## src/rtl/icache_loader_pkg.sv

```systemverilog
// Shared icache types: cache geometry, word/index typedefs and the fill-loader state encoding
// that core-side stall/debug logic decodes.
package icache_loader_pkg;

   localparam int ICACHE_DEPTH = 32;
   localparam int ICACHE_IW    = $clog2(ICACHE_DEPTH);

   typedef logic [ICACHE_IW-1:0] address;
   typedef logic [31:0]          instruction;

   typedef enum logic [2:0] {
      IDLE  = 3'd0,
      REQ   = 3'd1,
      WRITE = 3'd2,
      DONE  = 3'd3,
      ERR   = 3'd4
   } loader_state_t;

endpackage

```

## src/rtl/icache_loader_if.sv

```systemverilog
// Bundle of the loader's control, memory-read handshake and icache write-port signals.
// The loader owns the master side; memory, icache and the core sit on the slave side.
interface icache_loader_if
   import icache_loader_pkg::*;
#(
   parameter int DEPTH = ICACHE_DEPTH
) ();

   localparam int IW = $clog2(DEPTH);

   logic          start;
   logic [31:0]   base_addr;
   logic [IW:0]   count;

   logic          mem_req;
   logic [31:0]   mem_addr;
   logic          mem_ack;
   instruction    mem_rdata;

   logic          ic_write;
   address        ic_write_addr;
   instruction    ic_write_data;

   logic          busy;
   logic          done;
   logic          err;

   modport master (
      input  start, base_addr, count, mem_ack, mem_rdata,
      output mem_req, mem_addr, ic_write, ic_write_addr, ic_write_data, busy, done, err
   );

   modport slave (
      output start, base_addr, count, mem_ack, mem_rdata,
      input  mem_req, mem_addr, ic_write, ic_write_addr, ic_write_data, busy, done, err
   );

endinterface

```

## src/rtl/icache_loader_timer.sv

```systemverilog
// Per-word wait timer: clearable up-counter whose flag marks the TIMEOUT-th enabled cycle.
// It stops at that value so the flag stays high until the owner clears it.
module loader_timer #(
   parameter int TIMEOUT = 64
) (
   input  logic clk,
   input  logic rst,
   input  logic clr,
   input  logic en,
   output logic expired
);

   localparam int TW = (TIMEOUT > 1) ? $clog2(TIMEOUT) : 1;
   localparam logic [TW-1:0] LAST = TW'(TIMEOUT - 1);

   logic [TW-1:0] cnt_q, cnt_d;

   assign expired = (cnt_q == LAST);

   always_comb begin
      cnt_d = cnt_q;
      if (clr) begin
         cnt_d = '0;
      end else if (en && !expired) begin
         cnt_d = cnt_q + TW'(1);
      end
   end

   always_ff @(posedge clk) begin
      if (rst) begin
         cnt_q <= '0;
      end else begin
         cnt_q <= cnt_d;
      end
   end

endmodule

```

## src/rtl/icache_loader.sv

```systemverilog
// Instruction-cache fill controller: copies a block of memory words into consecutive icache
// entries over a req/ack handshake while holding the core stalled via busy.
module icache_loader
   import icache_loader_pkg::*;
#(
   parameter int DEPTH   = ICACHE_DEPTH,
   parameter int TIMEOUT = 64
) (
   input  logic           clk,
   input  logic           rst,
   icache_loader_if.master bus
);

   localparam int IW = $clog2(DEPTH);
   localparam logic [IW:0] DEPTH_CNT = (IW + 1)'(DEPTH);
   localparam logic [IW:0] IDX_ONE   = (IW + 1)'(1);

   loader_state_t state_q, state_d;
   logic [31:0]   base_q, base_d;
   logic [IW:0]   count_q, count_d;
   logic [IW:0]   idx_q, idx_d;
   logic          mem_req_q, mem_req_d;
   logic [31:0]   mem_addr_q, mem_addr_d;
   logic          ic_write_q, ic_write_d;
   address        ic_write_addr_q, ic_write_addr_d;
   instruction    ic_write_data_q, ic_write_data_d;
   logic          busy_q, busy_d;
   logic          done_q, done_d;
   logic          err_q, err_d;

   logic          tmr_clr;
   logic          tmr_en;
   logic          tmr_expired;
   logic [IW:0]   start_count;
   logic [IW:0]   idx_next;
   logic [IW:0]   idx_last;

   // The timer only runs while a request is outstanding; any other state rearms it.
   assign tmr_en  = (state_q == REQ);
   assign tmr_clr = (state_q != REQ);

   loader_timer #(
      .TIMEOUT (TIMEOUT)
   ) u_timer (
      .clk     (clk),
      .rst     (rst),
      .clr     (tmr_clr),
      .en      (tmr_en),
      .expired (tmr_expired)
   );

   assign start_count = (bus.count > DEPTH_CNT) ? DEPTH_CNT : bus.count;
   assign idx_next    = idx_q + IDX_ONE;
   assign idx_last    = count_q - IDX_ONE;

   // Outputs are registered: each is computed here from the state being entered.
   always_comb begin
      state_d         = state_q;
      base_d          = base_q;
      count_d         = count_q;
      idx_d           = idx_q;
      mem_req_d       = mem_req_q;
      mem_addr_d      = mem_addr_q;
      ic_write_d      = 1'b0;
      ic_write_addr_d = ic_write_addr_q;
      ic_write_data_d = ic_write_data_q;
      busy_d          = busy_q;
      done_d          = 1'b0;
      err_d           = 1'b0;

      unique case (state_q)
         IDLE: begin
            if (bus.start) begin
               if (start_count == '0) begin
                  state_d = DONE;
                  done_d  = 1'b1;
               end else begin
                  state_d    = REQ;
                  base_d     = bus.base_addr;
                  count_d    = start_count;
                  idx_d      = '0;
                  mem_req_d  = 1'b1;
                  mem_addr_d = bus.base_addr;
                  busy_d     = 1'b1;
               end
            end
         end
         REQ: begin
            // An ack in the cycle the timer expires still completes the word.
            if (bus.mem_ack) begin
               state_d         = WRITE;
               mem_req_d       = 1'b0;
               ic_write_d      = 1'b1;
               ic_write_addr_d = idx_q[IW-1:0];
               ic_write_data_d = bus.mem_rdata;
            end else if (tmr_expired) begin
               state_d   = ERR;
               mem_req_d = 1'b0;
               busy_d    = 1'b0;
               err_d     = 1'b1;
            end
         end
         WRITE: begin
            if (idx_q == idx_last) begin
               state_d = DONE;
               busy_d  = 1'b0;
               done_d  = 1'b1;
            end else begin
               state_d    = REQ;
               idx_d      = idx_next;
               mem_req_d  = 1'b1;
               mem_addr_d = base_q + 32'(idx_next);
            end
         end
         DONE, ERR: begin
            state_d = IDLE;
         end
         default: begin
            state_d = IDLE;
         end
      endcase
   end

   always_ff @(posedge clk) begin
      if (rst) begin
         state_q         <= IDLE;
         base_q          <= '0;
         count_q         <= '0;
         idx_q           <= '0;
         mem_req_q       <= 1'b0;
         mem_addr_q      <= '0;
         ic_write_q      <= 1'b0;
         ic_write_addr_q <= '0;
         ic_write_data_q <= '0;
         busy_q          <= 1'b0;
         done_q          <= 1'b0;
         err_q           <= 1'b0;
      end else begin
         state_q         <= state_d;
         base_q          <= base_d;
         count_q         <= count_d;
         idx_q           <= idx_d;
         mem_req_q       <= mem_req_d;
         mem_addr_q      <= mem_addr_d;
         ic_write_q      <= ic_write_d;
         ic_write_addr_q <= ic_write_addr_d;
         ic_write_data_q <= ic_write_data_d;
         busy_q          <= busy_d;
         done_q          <= done_d;
         err_q           <= err_d;
      end
   end

   assign bus.mem_req       = mem_req_q;
   assign bus.mem_addr      = mem_addr_q;
   assign bus.ic_write      = ic_write_q;
   assign bus.ic_write_addr = ic_write_addr_q;
   assign bus.ic_write_data = ic_write_data_q;
   assign bus.busy          = busy_q;
   assign bus.done          = done_q;
   assign bus.err           = err_q;

   // Structural invariants of the handshake and the completion pulses.
   a_req_addr_stable: assert property (@(posedge clk) disable iff (rst)
      (state_q == REQ && !bus.mem_ack && !tmr_expired) |=> (state_q == REQ && $stable(mem_addr_q)));
   a_write_single: assert property (@(posedge clk) disable iff (rst)
      ic_write_q |=> !ic_write_q);
   a_pulse_exclusive: assert property (@(posedge clk) disable iff (rst)
      !(done_q && err_q) && !(busy_q && (done_q || err_q)));
   a_idx_in_range: assert property (@(posedge clk) disable iff (rst)
      busy_q |-> (idx_q < count_q));

endmodule

```

## src/flat_wrapper.sv

```systemverilog
// flat-port wrapper written by rule: the top's interface ports become plain ports
module icache_loader_flat import icache_loader_pkg::*;
#(
   parameter int DEPTH   = ICACHE_DEPTH,
   parameter int TIMEOUT = 64
)
  (clk, rst, bus_start, bus_base_addr, bus_count, bus_mem_ack, bus_mem_rdata, bus_mem_req, bus_mem_addr, bus_ic_write, bus_ic_write_addr, bus_ic_write_data, bus_busy, bus_done, bus_err);
  icache_loader_if #(.DEPTH(DEPTH)) bus_i ();
  input  logic clk;
  input  logic rst;
  input wire logic [$bits(bus_i.start)-1:0] bus_start;
  input wire logic [$bits(bus_i.base_addr)-1:0] bus_base_addr;
  input wire logic [$bits(bus_i.count)-1:0] bus_count;
  input wire logic [$bits(bus_i.mem_ack)-1:0] bus_mem_ack;
  input wire logic [$bits(bus_i.mem_rdata)-1:0] bus_mem_rdata;
  output wire logic [$bits(bus_i.mem_req)-1:0] bus_mem_req;
  output wire logic [$bits(bus_i.mem_addr)-1:0] bus_mem_addr;
  output wire logic [$bits(bus_i.ic_write)-1:0] bus_ic_write;
  output wire logic [$bits(bus_i.ic_write_addr)-1:0] bus_ic_write_addr;
  output wire logic [$bits(bus_i.ic_write_data)-1:0] bus_ic_write_data;
  output wire logic [$bits(bus_i.busy)-1:0] bus_busy;
  output wire logic [$bits(bus_i.done)-1:0] bus_done;
  output wire logic [$bits(bus_i.err)-1:0] bus_err;
  assign bus_i.start = bus_start;
  assign bus_i.base_addr = bus_base_addr;
  assign bus_i.count = bus_count;
  assign bus_i.mem_ack = bus_mem_ack;
  assign bus_i.mem_rdata = bus_mem_rdata;
  assign bus_mem_req = bus_i.mem_req;
  assign bus_mem_addr = bus_i.mem_addr;
  assign bus_ic_write = bus_i.ic_write;
  assign bus_ic_write_addr = bus_i.ic_write_addr;
  assign bus_ic_write_data = bus_i.ic_write_data;
  assign bus_busy = bus_i.busy;
  assign bus_done = bus_i.done;
  assign bus_err = bus_i.err;
  icache_loader #(.DEPTH(DEPTH), .TIMEOUT(TIMEOUT)) u_core (.clk(clk), .rst(rst), .bus(bus_i));
endmodule
```

## config.mk

```make
export PLATFORM = sky130hd
export DESIGN_NAME = icache_loader_flat
export DESIGN_NICKNAME = d
export VERILOG_FILES = /design/src/rtl/icache_loader_pkg.sv /design/src/rtl/icache_loader_if.sv /design/src/rtl/icache_loader_timer.sv /design/src/rtl/icache_loader.sv /design/src/flat_wrapper.sv
export SDC_FILE = /design/constraint.sdc
export NUM_CORES = 1
export LEC_CHECK = 0
export ABC_AREA = 1
export CAP_MARGIN = 20
export CORE_MARGIN = 1.5
export CORE_UTILIZATION = 35
export CTS_BUF_LIST = sky130_fd_sc_hd__clkbuf_8
export CTS_CLUSTER_DIAMETER = 150
export CTS_CLUSTER_SIZE = 16
export DETAILED_ROUTE_END_ITERATION = 10
export HOLD_SLACK_MARGIN = 0.1
export PLACE_DENSITY = 0.65
export SLEW_MARGIN = 15
export SYNTH_ARGS = -nofsm -noshare
export SYNTH_HDL_FRONTEND = slang
export SYNTH_SLANG_ARGS = --single-unit
```

## constraint.sdc

```tcl
create_clock -name clk -period 3 [get_ports clk]
set_input_delay 0.45 -clock clk [delete_from_list [all_inputs] [get_ports clk]]
set_output_delay 0.45 -clock clk [all_outputs]
set_load 0.02 [all_outputs]
```

==> Implementation_results.wiki <==
{| class="wikitable"
! Metric !! Value
|-
| Outcome || complete, no violations
|-
| Mapped cell area || ~0.0064 sq mm
|-
| Port buffer count || 147
|-
| Die Y || between 100 and 150 microns
|-
| Reported leakage power || ~3.6 nW
|-
| Count of distinct cell types in the synthesized netlist || 39
|-
| Clock Sinks || roughly 130
|-
| Area overhead of the layout relative to synthesis || 32.1%
|-
| RSZ-0062 raised after global routing || false
|-
| Number of gates given a new drive strength after cts || 0
|-
| Remaining max-slew budget at the tightest pin || 39.6%
|-
| Routed via count || 6489
|-
| Clock input transition at the sequential cells of the worst setup and hold paths || 0.08 ns
|-
| Worst IR Drop VDD || 0.000300 V
|-
| TritonCTS clock tree || built
|-
| Post-synth top cells || 266 x nand2_1, 168 x nor2_1, 127 x dfxtp_1
|-
| Yosys Warn Count || 0
|-
| Final hold violation count || 0
|-
| Required time reported for the critical path endpoint || 3.39 ns
|-
| Overall power after layout || ~0.0044 W
|-
| Final-report setup violation count || 0
|-
| Insertion delay of the later-clocked pin in the worst-skew pair || roughly 0.46 ns
|-
| Largest buffer count on any clock path || 2
|-
| Remaining number of nets flagged by the antenna check after routing || 0
|-
| Length in cells of the worst reg-to-reg path || 14
|-
| Overall fraction of global-route tracks in use || just over 20%
|-
| Hold bufs inserted after CTS || 0
|-
| Total grt overflow || 0
|-
| Ant diodes || 0
|-
| Width of the die || around 140 microns
|-
| Mapped Cells || roughly 970
|-
| Iteration count of the initial detailed-routing pass || 5
|-
| Area of the die || about 0.019 sq mm
|-
| Cell depth of the worst hold path || 2
|-
| Number of enable flip-flop cells after synthesis || 0
|-
| Average footprint of a synthesized cell || approximately 6.6 sq um
|-
| Period minus WS final || 2.57 ns
|-
| Sum Neg Setup Slack || 0 ns
|-
| Setup Fix Bufs, Post-CTS || 0
|-
| Final instance area || ~0.0085 sq mm
|-
| Hold/Removal Path Class || register to register
|-
| Register area share after synthesis || 39.6%
|-
| Total count of max-transition violations in the final report || 0
|-
| Area taken by multi-input logic gates || 0.00340 sq mm
|-
| FF+latch area || approximately 0.0025 sq mm
|-
| Most frequent cell after synthesis || nand2_1
|-
| Number of core rows || 49
|-
| Net total in the final layout || 1185
|-
| Total placed instance area || around 0.0081 sq mm
|-
| Critical path endpoint category || register
|-
| Share of final-layout standard cells stronger than drive strength 1 || 7.81%
|-
| Starting density of the core || 35.8%
|-
| Synthesized net count || 1050
|-
| Post-synth ARST share || 0%
|-
| Largest net degree at the start of global routing || 47
|-
| Slowest CP cell || dfxtp_1
|-
| Worst slack on hold paths || ~0.47 ns
|-
| Final Routed Wirelength || roughly 19000 microns
|-
| Worst-Margin Slew || 0.904 ns
|-
| Global-route wire length before repair || 31400 microns
|-
| CTS root buf || clkbuf_8
|-
| Wire length per cell || 14.1 microns
|-
| Clock buffer count from CTS || 17
|-
| Proportion of netlist area held by the largest area contributor || between 30% and 40%
|-
| Cell mode on critical path || nand2_1
|-
| Worst setup path category || register to register
|-
| Max incr delay on CP || between 0.4 and 0.5 ns
|-
| Via count of the first global-routing pass || between 6000 and 7000
|-
| Worst clock skew || approximately 0.014 ns
|-
| Main synth FF type || dfxtp_1
|-
| Count of fill cells added during filler insertion || roughly 1900
|-
| Total core area || ~0.018 sq mm
|-
| Number of antenna violations at the first check in global routing || 0
|-
| Crit-path cells || nand3_1, nor2_1, nand2_1, xor2_1, inv_1, ha_1, a21oi_1, inv_1, nand3_1, nand2_1, xnor2_1, o21ai_0, nand2_1, a21oi_1
|-
| Kind of start point of the critical path || register
|-
| Post-detail-place hpwl || 13500 microns
|-
| Peak clock frequency supported by timing || 388 MHz
|-
| Via-to-Cell Ratio || between 4 and 5
|-
| Flip-flop and latch count after synthesis || approximately 130
|-
| Power per unit of standard cell area || a little over 500 mW/mm^2
|-
| Largest area contributor in the synthesized netlist || dfxtp_1
|-
| Remaining design rule violation count || 0
|-
| Arrival @ worst endpoint || 2.96 ns
|-
| Maxcap violations || 0
|-
| H-tree depth reported by CTS || 4
|-
| Final worst-path cycle share || ~86%
|-
| Final Wtd Congestion || 0.909
|-
| Initial DRC count || a little under 500
|-
| Ports || between 100 and 150
|-
| Crit Path Max Fanout || 6
|-
| Cell types with the largest area share after synthesis || dfxtp_1 40%, nand2_1 16%, nor2_1 9.8%
|}
## kinds of logic after synthesis
family          share of synthesized area [%]
compound gates                           13.2
xor+xnor                                 1.91
fa+ha+maj                                2.06
buf+inv                                  7.56
flops                                    39.6
simple gates                             35.7
## sequential cells by signal (all words and copies together), names as in the netlist, 3 cells and up
| signal | count |
|---|---|
| u_core.base_q | 32 |
| u_core.bus.ic_write_addr | 5 |
| u_core.bus.ic_write_data | 32 |
| u_core.bus.mem_addr | 32 |
| u_core.count_q | 6 |
| u_core.idx_q | 6 |
| u_core.state_q | 3 |
| u_core.u_timer.cnt_q | 6 |
## worst max-delay path, delay by kind of cell, from the launching register on
| family | cells | cell delay [ns] |
|---|---|---|
| xor gates and xnor gates | 2 | 0.28 |
| DFF | 1 | 0.42 |
| and+or+nand+nor | 6 | 0.61 |
| adders and majority gates | 1 | 0.33 |
| buffers and inverters | 2 | 0.16 |
| AOI/OAI and AO/OA | 3 | 0.69 |
## stage by stage
step           util (%)  worst slack [ns]  cells
6_report           47.2             0.426   1343
3_5_place_dp       44.8             0.205   1311
4_1_cts            47.2             0.403   1343
3_3_place_gp       44.8             0.264   1311
5_1_grt            47.2            0.0916   1343
2_1_floorplan         -             0.813    966
## report_power, final
part	internal (W)	switching, W	total, W
combinational	0.000363	0.000469	0.000832
clock	0.000852	0.000806	0.00166
sequential	0.00181	0.0000968	0.00191
total	0.00303	0.00137	0.00440
## routing by layer
metal | wire length (microns) | track usage, % | vias up | part of all wire [%]
met3 | 1210 | 5.82 | 24 | 6.4
met1 | 8740 | 26.2 | 2911 | 46
met2 | 8640 | 32.4 | 186 | 46
met4 | 350 | 6.37 | 0 | 1.8
met5 | 0 | 0 | - | 0
li1 | - | - | 3368 | -
## cell usage in the layout (no fill, tap or decap), types with 7 or more instances in the layout
master and count:
a21oi_1 57, nand2_2 12, nor2_1 167, nand4_1 11, buf_4 8, nor3_1 7, nand2_1 266, inv_1 69
o21ai_1 8, clkdlybuf4s50_1 146, nand3_1 54, a21oi_2 10, ha_1 9, clkbuf_8 17, xor2_1 8, o21ai_0 74
dfxtp_1 127
## path summary, 6_finish.rpt
kind | end | slack [ns] | from
worst max-delay path | u_core.bus.mem_addr[12] | 0.43 | u_core.idx_q[1]
worst min-delay path | u_core.bus.mem_addr[14] | 0.47 | u_core.bus.mem_addr[14]
worst max register to register | u_core.bus.mem_addr[12] | 0.43 | u_core.idx_q[1]
worst min register to register | u_core.bus.mem_addr[14] | 0.47 | u_core.bus.mem_addr[14]
## final cells by class
cell class | count | share of cell area, %
inverters | 74 | 3.27
clock buffers | 17 | 2.76
flip-flops and latches | 127 | 30.0
well taps | 229 | 3.38
multi-input cells | 725 | 40.1
clock inverters | 15 | 2.34
repair buffers | 156 | 18.2
Power figures use the tool's default switching activity.
